`src/rtl/rsa_uart_if.sv`:
```
`timescale 1ns/1ps
// Avalon-MM link between the RSA wrapper (master side) and the RS232 UART controller (slave side).
interface rsa_uart_if;
    logic [4:0]  avm_address;
    logic        avm_read;
    logic [31:0] avm_readdata;
    logic        avm_write;
    logic [31:0] avm_writedata;
    logic        avm_waitrequest;

    modport master (output avm_address, avm_read, avm_write, avm_writedata,
                    input  avm_readdata, avm_waitrequest);
    modport slave  (input  avm_address, avm_read, avm_write, avm_writedata,
                    output avm_readdata, avm_waitrequest);
endinterface

```
`src/rtl/rsa_uart_wrapper.sv`:
```
`timescale 1ns/1ps
// Avalon-MM master that pulls N, d and ciphertext blocks from the UART, runs the
// RSA-256 core on each block and streams the 31 low-order plaintext bytes back out.
module rsa_uart_wrapper #(
    parameter logic [4:0] RX_BASE     = 5'd0,
    parameter logic [4:0] TX_BASE     = 5'd1,
    parameter logic [4:0] STATUS_BASE = 5'd2,
    parameter int         RX_OK_BIT   = 7,
    parameter int         TX_OK_BIT   = 6
) (
    input  logic          i_clk,
    input  logic          i_rst_n,
    rsa_uart_if.master    bus,
    output logic          o_core_start,
    output logic [255:0]  o_core_a,
    output logic [255:0]  o_core_d,
    output logic [255:0]  o_core_n,
    input  logic [255:0]  i_core_a_pow_d,
    input  logic          i_core_finished,
    output logic          o_key_loaded
);

    typedef enum logic [2:0] {S_QUERY_RX, S_READ, S_START, S_WAIT, S_QUERY_TX, S_SEND} state_t;
    typedef enum logic [1:0] {GET_N, GET_D, GET_A} phase_t;

    state_t         r_state, w_state;
    state_t         r_ret, w_ret;
    phase_t         r_phase, w_phase;
    logic [4:0]     r_cnt, w_cnt;
    logic [255:0]   r_n, w_n, r_d, w_d, r_a, w_a;
    logic [247:0]   r_tx, w_tx;
    logic           r_read, w_read, r_write, w_write;
    logic [4:0]     r_addr, w_addr;
    logic           r_start, w_start;
    logic           r_key_loaded, w_key_loaded;
    logic [7:0]     w_byte;
    logic           w_unused;

    assign w_byte   = bus.avm_readdata[7:0];
    assign w_unused = &{1'b0, bus.avm_readdata[31:8], i_core_a_pow_d[255:248]};

    assign bus.avm_address   = r_addr;
    assign bus.avm_read      = r_read;
    assign bus.avm_write     = r_write;
    assign bus.avm_writedata = {24'h00_0000, r_tx[247:240]};
    assign o_core_start      = r_start;
    assign o_core_a          = r_a;
    assign o_core_d          = r_d;
    assign o_core_n          = r_n;
    assign o_key_loaded      = r_key_loaded;

    // State register and all registered outputs.
    always_ff @(posedge i_clk or negedge i_rst_n) begin
        if (!i_rst_n) begin
            r_state      <= S_QUERY_RX;
            r_ret        <= S_QUERY_RX;
            r_phase      <= GET_N;
            r_cnt        <= 5'd0;
            r_n          <= 256'd0;
            r_d          <= 256'd0;
            r_a          <= 256'd0;
            r_tx         <= 248'd0;
            r_read       <= 1'b0;
            r_write      <= 1'b0;
            r_addr       <= STATUS_BASE;
            r_start      <= 1'b0;
            r_key_loaded <= 1'b0;
        end else begin
            r_state      <= w_state;
            r_ret        <= w_ret;
            r_phase      <= w_phase;
            r_cnt        <= w_cnt;
            r_n          <= w_n;
            r_d          <= w_d;
            r_a          <= w_a;
            r_tx         <= w_tx;
            r_read       <= w_read;
            r_write      <= w_write;
            r_addr       <= w_addr;
            r_start      <= w_start;
            r_key_loaded <= w_key_loaded;
        end
    end

    // Next-state and next-output decode.
    always_comb begin
        w_state      = r_state;
        w_ret        = r_ret;
        w_phase      = r_phase;
        w_cnt        = r_cnt;
        w_n          = r_n;
        w_d          = r_d;
        w_a          = r_a;
        w_tx         = r_tx;
        w_read       = r_read;
        w_write      = r_write;
        w_addr       = r_addr;
        w_start      = 1'b0;
        w_key_loaded = r_key_loaded;
        case (r_state)
            S_QUERY_RX, S_READ, S_QUERY_TX, S_SEND: begin
                // With no request pending this is the idle cycle after a transfer:
                // move to the state chosen at completion and raise its request.
                if (!(r_read || r_write)) begin
                    w_state = r_ret;
                    case (r_ret)
                        S_READ:  begin w_read  = 1'b1; w_addr = RX_BASE;     end
                        S_SEND:  begin w_write = 1'b1; w_addr = TX_BASE;     end
                        default: begin w_read  = 1'b1; w_addr = STATUS_BASE; end
                    endcase
                end else if (bus.avm_waitrequest) begin
                    w_state = r_state;
                end else begin
                    w_read  = 1'b0;
                    w_write = 1'b0;
                    case (r_state)
                        S_QUERY_RX: w_ret = bus.avm_readdata[RX_OK_BIT] ? S_READ : S_QUERY_RX;
                        S_QUERY_TX: w_ret = bus.avm_readdata[TX_OK_BIT] ? S_SEND : S_QUERY_TX;
                        S_READ: begin
                            case (r_phase)
                                GET_N:   w_n = {r_n[247:0], w_byte};
                                GET_D:   w_d = {r_d[247:0], w_byte};
                                default: w_a = {r_a[247:0], w_byte};
                            endcase
                            if (r_cnt == 5'd31) begin
                                w_cnt = 5'd0;
                                case (r_phase)
                                    GET_N:   begin w_phase = GET_D; w_ret = S_QUERY_RX; end
                                    GET_D:   begin w_phase = GET_A; w_ret = S_QUERY_RX; w_key_loaded = 1'b1; end
                                    default: begin w_phase = GET_A; w_state = S_START; w_start = 1'b1; end
                                endcase
                            end else begin
                                w_cnt = r_cnt + 5'd1;
                                w_ret = S_QUERY_RX;
                            end
                        end
                        S_SEND: begin
                            w_tx = {r_tx[239:0], 8'h00};
                            if (r_cnt == 5'd30) begin
                                w_cnt = 5'd0;
                                w_ret = S_QUERY_RX;
                            end else begin
                                w_cnt = r_cnt + 5'd1;
                                w_ret = S_QUERY_TX;
                            end
                        end
                        default: w_ret = S_QUERY_RX;
                    endcase
                end
            end
            S_START: w_state = S_WAIT;
            S_WAIT: begin
                if (i_core_finished) begin
                    w_tx    = i_core_a_pow_d[247:0];
                    w_cnt   = 5'd0;
                    w_state = S_QUERY_TX;
                    w_read  = 1'b1;
                    w_addr  = STATUS_BASE;
                end else begin
                    w_state = S_WAIT;
                end
            end
            default: w_state = S_QUERY_RX;
        endcase
    end

endmodule
```
`src/flat_wrapper.sv`:
```
// flat-port wrapper written by rule: the top's interface ports become plain ports
module rsa_uart_wrapper_flat 
#(
    parameter logic [4:0] RX_BASE     = 5'd0,
    parameter logic [4:0] TX_BASE     = 5'd1,
    parameter logic [4:0] STATUS_BASE = 5'd2,
    parameter int         RX_OK_BIT   = 7,
    parameter int         TX_OK_BIT   = 6
)
  (i_clk, i_rst_n, o_core_start, o_core_a, o_core_d, o_core_n, i_core_a_pow_d, i_core_finished, o_key_loaded, bus_avm_address, bus_avm_read, bus_avm_write, bus_avm_writedata, bus_avm_readdata, bus_avm_waitrequest);
  rsa_uart_if bus_i ();
  input  logic i_clk;
  input  logic i_rst_n;
  output logic o_core_start;
  output logic [255:0] o_core_a;
  output logic [255:0] o_core_d;
  output logic [255:0] o_core_n;
  input  logic [255:0] i_core_a_pow_d;
  input  logic i_core_finished;
  output logic o_key_loaded;
  output wire logic [$bits(bus_i.avm_address)-1:0] bus_avm_address;
  output wire logic [$bits(bus_i.avm_read)-1:0] bus_avm_read;
  output wire logic [$bits(bus_i.avm_write)-1:0] bus_avm_write;
  output wire logic [$bits(bus_i.avm_writedata)-1:0] bus_avm_writedata;
  input wire logic [$bits(bus_i.avm_readdata)-1:0] bus_avm_readdata;
  input wire logic [$bits(bus_i.avm_waitrequest)-1:0] bus_avm_waitrequest;
  assign bus_avm_address = bus_i.avm_address;
  assign bus_avm_read = bus_i.avm_read;
  assign bus_avm_write = bus_i.avm_write;
  assign bus_avm_writedata = bus_i.avm_writedata;
  assign bus_i.avm_readdata = bus_avm_readdata;
  assign bus_i.avm_waitrequest = bus_avm_waitrequest;
  rsa_uart_wrapper #(.RX_BASE(RX_BASE), .TX_BASE(TX_BASE), .STATUS_BASE(STATUS_BASE), .RX_OK_BIT(RX_OK_BIT), .TX_OK_BIT(TX_OK_BIT)) u_core (.i_clk(i_clk), .i_rst_n(i_rst_n), .bus(bus_i), .o_core_start(o_core_start), .o_core_a(o_core_a), .o_core_d(o_core_d), .o_core_n(o_core_n), .i_core_a_pow_d(i_core_a_pow_d), .i_core_finished(i_core_finished), .o_key_loaded(o_key_loaded));
endmodule
```
`config.mk`:
```
export PLATFORM = sky130hd
export DESIGN_NAME = rsa_uart_wrapper_flat
export DESIGN_NICKNAME = d
export VERILOG_FILES = /design/src/rtl/rsa_uart_if.sv /design/src/rtl/rsa_uart_wrapper.sv /design/src/flat_wrapper.sv
export SDC_FILE = /design/constraint.sdc
export NUM_CORES = 1
export LEC_CHECK = 0
export ABC_AREA = 1
export BUFFER_PORTS_ARGS = -buffer_cell sky130_fd_sc_hd__buf_2
export CAP_MARGIN = 25
export CELL_PAD_IN_SITES_DETAIL_PLACEMENT = 0
export CELL_PAD_IN_SITES_GLOBAL_PLACEMENT = 2
export CORE_AREA = 2 2 430 432
export DETAILED_ROUTE_END_ITERATION = 10
export DIE_AREA = 0 0 432 434
export HOLD_SLACK_MARGIN = 0.1
export PLACE_DENSITY_LB_ADDON = 0.1
export SLEW_MARGIN = 5
export SYNTH_ARGS = -nofsm -noshare
export SYNTH_HDL_FRONTEND = slang
export SYNTH_SLANG_ARGS = --single-unit
```
`constraint.sdc`:
```
create_clock -name i_clk -period 2.35 [get_ports i_clk]
set_input_delay 0.1175 -clock i_clk [delete_from_list [all_inputs] [get_ports i_clk]]
set_output_delay 0.1175 -clock i_clk [all_outputs]
set_load 0.05 [all_outputs]
```
==> out/qor.csv <==
stage,metric,value,unit
finish,# fillers,19700,
yosys,Yosys cell types,29,
finish,end-of-flow core utilization,31.3,%
floorplanning,Top-Level Pins,1101,
placement,Buffers on Ports,1041,
finish,proportion of layout cells with a drive suffix above 1,22.3,%
clocking,total CTS buffers,134,
detailed_routing,via/cell ratio,4.05,
timing,final number of setup-violating endpoints,0,
power,power consumption,67.4,mW
power,peak supply drop,0.822,mV
detailed_routing,final WL,174000,µm
detailed_routing,antenna violation net count after detailed routing,0,
global_route,largest net degree at the start of global routing,120,
setup_path,Worst Path Buf+Inv,4,
setup_path,crit-path cells,"inv_1, nand2_1, nand2_1, inv_2, nand4_4, buf_12, buf_4, o21ai_0",
yosys,sequential share of the synthesized area,61.6,%
timing,final worst path period need,2.07,ns
setup_path,CP dominant cell by count,nand2_1,
global_route,GR Overflow Total,0,
run_status,status,"complete, no violations",
yosys,"area leader, netlist",dfrtp_1,
global_route,first-pass GRT wire length,248000,µm
floorplanning,# rows,157,
floorplanning,Core Area,182000,µm²
setup_path,WS Path Type,reg -> reg,
timing,fin crit share,87.9,%
timing,unrepaired setup endpoints after global routing,false,
clocking,CTS max path bufs,3,
setup_path,Worst Path Arrival,2.67,ns
worst_hold_path,Hold Crit Class,in -> reg,
power,Clock power frac,30.5,%
yosys,Yosys reg bits,1034,
yosys,Syn. warnings,0,
yosys,Syn Std Cell Area,42000,µm²
yosys,ranking of synthesized cells by area,"dfrtp_1 (62%), nand2_1 (9.8%), inv_1 (6.8%)",
clocking,"Clk Latency, worst-skew pair",0.78,ns
clocking,Resize count post-CTS,0,
floorplanning,initial cell density of the core,23.0,%
detailed_routing,initial DRC count,1931,
yosys,Gate Count Post-Synth,4736,
setup_path,CP required,2.96,ns
detailed_routing,via count,34500,
global_route,Total GRT Usage,18.1,%
setup_path,"critical path fanouts, max",74,
power,Switching Share,41.1,%
timing,worst clock skew,0.0292,ns
timing,Final TNS setup,0,ns
power,Seq pwr share,35.9,%
clocking,clock transition at the registers of the reported paths,0.05,ns
placement,RePlAce Congestion,0.815,
floorplanning,Horiz. Die Dim,432,µm
setup_path,CP Capture Type,flop,
power,P_sw,27.7,mW
placement,HPWL Detailed,133000,µm
power,Pwr per Cell Area,1180,nW/µm²
finish,Nets,6307,
run,max cap viols,0,
yosys,syn avg cell area,8.87,µm²
setup_path,slowest CP cell,buf_4,
timing,Relative slew margins,54.3,%
setup_path,Worst path max stage delay,0.57,ns
power,Comb power frac,33.7,%
power,LEAKAGE,28.5,nW
detailed_routing,drt wl/cell,20.5,µm
detailed_routing,drt drc,0,
detailed_routing,DR pass1 iterations,5,
clocking,CTS tree,built,
setup_path,startpoint types,flop,
global_route,initial antenna violation count,16,
finish,"Area growth, synth to finish",36.1,%
timing,worst-margin pin slew,0.685,ns
clocking,H-tree depth,4,
clocking,clk sinks,1034,
floorplanning,Die Footprint,187000,µm²
timing,final hold viol count,0,
floorplanning,height of the die,434,µm
setup_path,Crit path max-delay family,buffers and inverters,
timing,"Slew Viols, Final",0,
clocking,Root Buffer,clkbuf_16,
power,P_int,39.7,mW
timing,FMAX,0.484,GHz
global_route,vias in the first global route,34300,
yosys,Synth top area share,61.5,%
power groups by stage:
stage	Sequential (mW)	Clock [mW]	Combinational [mW]
after floorplan	31.4	0	8.46
after global placement	24.4	0	22.6
after detailed placement	24.5	0	22.7
after CTS	24.2	21.4	23.2
after global routing	24.7	22.0	24.8
final	24.2	20.5	22.7
final timing paths:
kind                       slack [ns]           startpoint  cells after the start              endpoint
setup / recovery                 0.28  u_core.bus.avm_read                      8   u_core.o_core_d[16]
setup reg to reg                 0.28  u_core.bus.avm_read                      8   u_core.o_core_d[16]
min in group asynchronous        0.66              i_rst_n                      4  u_core.o_core_n[122]
max in group asynchronous        0.98              i_rst_n                      5  u_core.o_core_a[120]
hold reg to reg                  0.48     u_core.r_tx[247]                      2      u_core.r_tx[247]
hold / removal                   0.21  i_core_a_pow_d[233]                      6      u_core.r_tx[233]
metal layers:
metal,vias to the layer above,share of wire (%),track usage (%)
li1,17300,-,-
met1,16300,40,21.2
met2,689,52,32.6
met3,210,4.9,4.19
met4,2,2.6,5.53
met5,-,0.0040,0
cells in the mapped netlist, drive strengths merged:
library cell and count:
nor2 252, o21bai 1, o31ai 1, inv 763, nand4 2, nor3 1, conb 1, nand3b 1
nand2 1098, nand3 16, a21oi 244, buf 230, dfstp 1, ha 4, xor2 2, dfrtp 1033
clkbuf 82, o21ai 1004
cell families (layout without fill, tap and decap cells):
kind of cell	Yosys count	in the layout	share of synthesized area (%)
XOR/XNOR	2	2	0.0417
flip-flops	1034	1034	61.6
other	1	39	0.00892
AND/OR/NAND/NOR	1370	1370	12.4
buffers and inverters	1075	2417	10.9
AO/OA/AOI/OAI	1250	1250	14.9
adder cells (fa/ha/maj)	4	4	0.119
cell type report:
type	count	area [µm²]	area share (%)
Sequential cell	1034	25900	45.2
Clock inverter	28	340	0.595
Timing Repair Buffer	1425	9470	16.5
Antenna cell	12	30.0	0.0525
Multi-Input combinational cell	2653	11700	20.4
Inverter	763	2880	5.03
Tap cell	2385	2980	5.22
Clock buffer	201	3970	6.94
metrics by stage:
step                      std cells  setup slack (ns)  instance area (µm²)  hold WS [ns]
after CTS                      8485             0.165                57100         0.103
after floorplan                4762             0.536                42100        -0.178
after global routing           8499            0.0487                57200         0.177
final                          8501             0.285                57200         0.210
after detailed placement       7985             0.165                50100        0.0843
after global placement         7985             0.181                50100        0.0866
timing repair:
action | CTS | global route
setup buffers | 0 | 4
setup endpoints to repair | 0 | 7
endpoints found under the hold margin | 1326 | 0
hold buffers | 271 | 0
worst reg2reg max path, cell delays in order, from the launching register on:
cell,delay [ns]
dfrtp_1,0.37
inv_1,0.10
nand2_1,0.08
nand2_1,0.14
inv_2,0.13
nand4_4,0.12
buf_12,0.18
buf_4,0.59
o21ai_0,0.21
state kept, by name, indices dropped and copies added (netlist names), 2 cells and up:
signal	flops
u_core.r_cnt	5
u_core.o_core_a	256
u_core.bus.avm_address	2
u_core.r_ret	2
u_core.o_core_d	256
u_core.r_state	3
u_core.o_core_n	256
u_core.r_phase	2
u_core.r_tx	248
placed cells by master, fill, tap and decap left out, drive strengths merged:
cell type    instances
a21oi              244
dfrtp             1033
nor3                 1
inv                767
nand2             1098
xor2                 2
nand3               16
o21bai               1
bufinv               5
buf               1155
nand3b               1
o31ai                1
nand4                2
conb                27
nor2               252
o21ai             1004
dlygate4sd3        270
clkinv              19
diode               12
clkbuf             201
ha                   4
dfstp                1
Power figures use the tool's default switching activity.
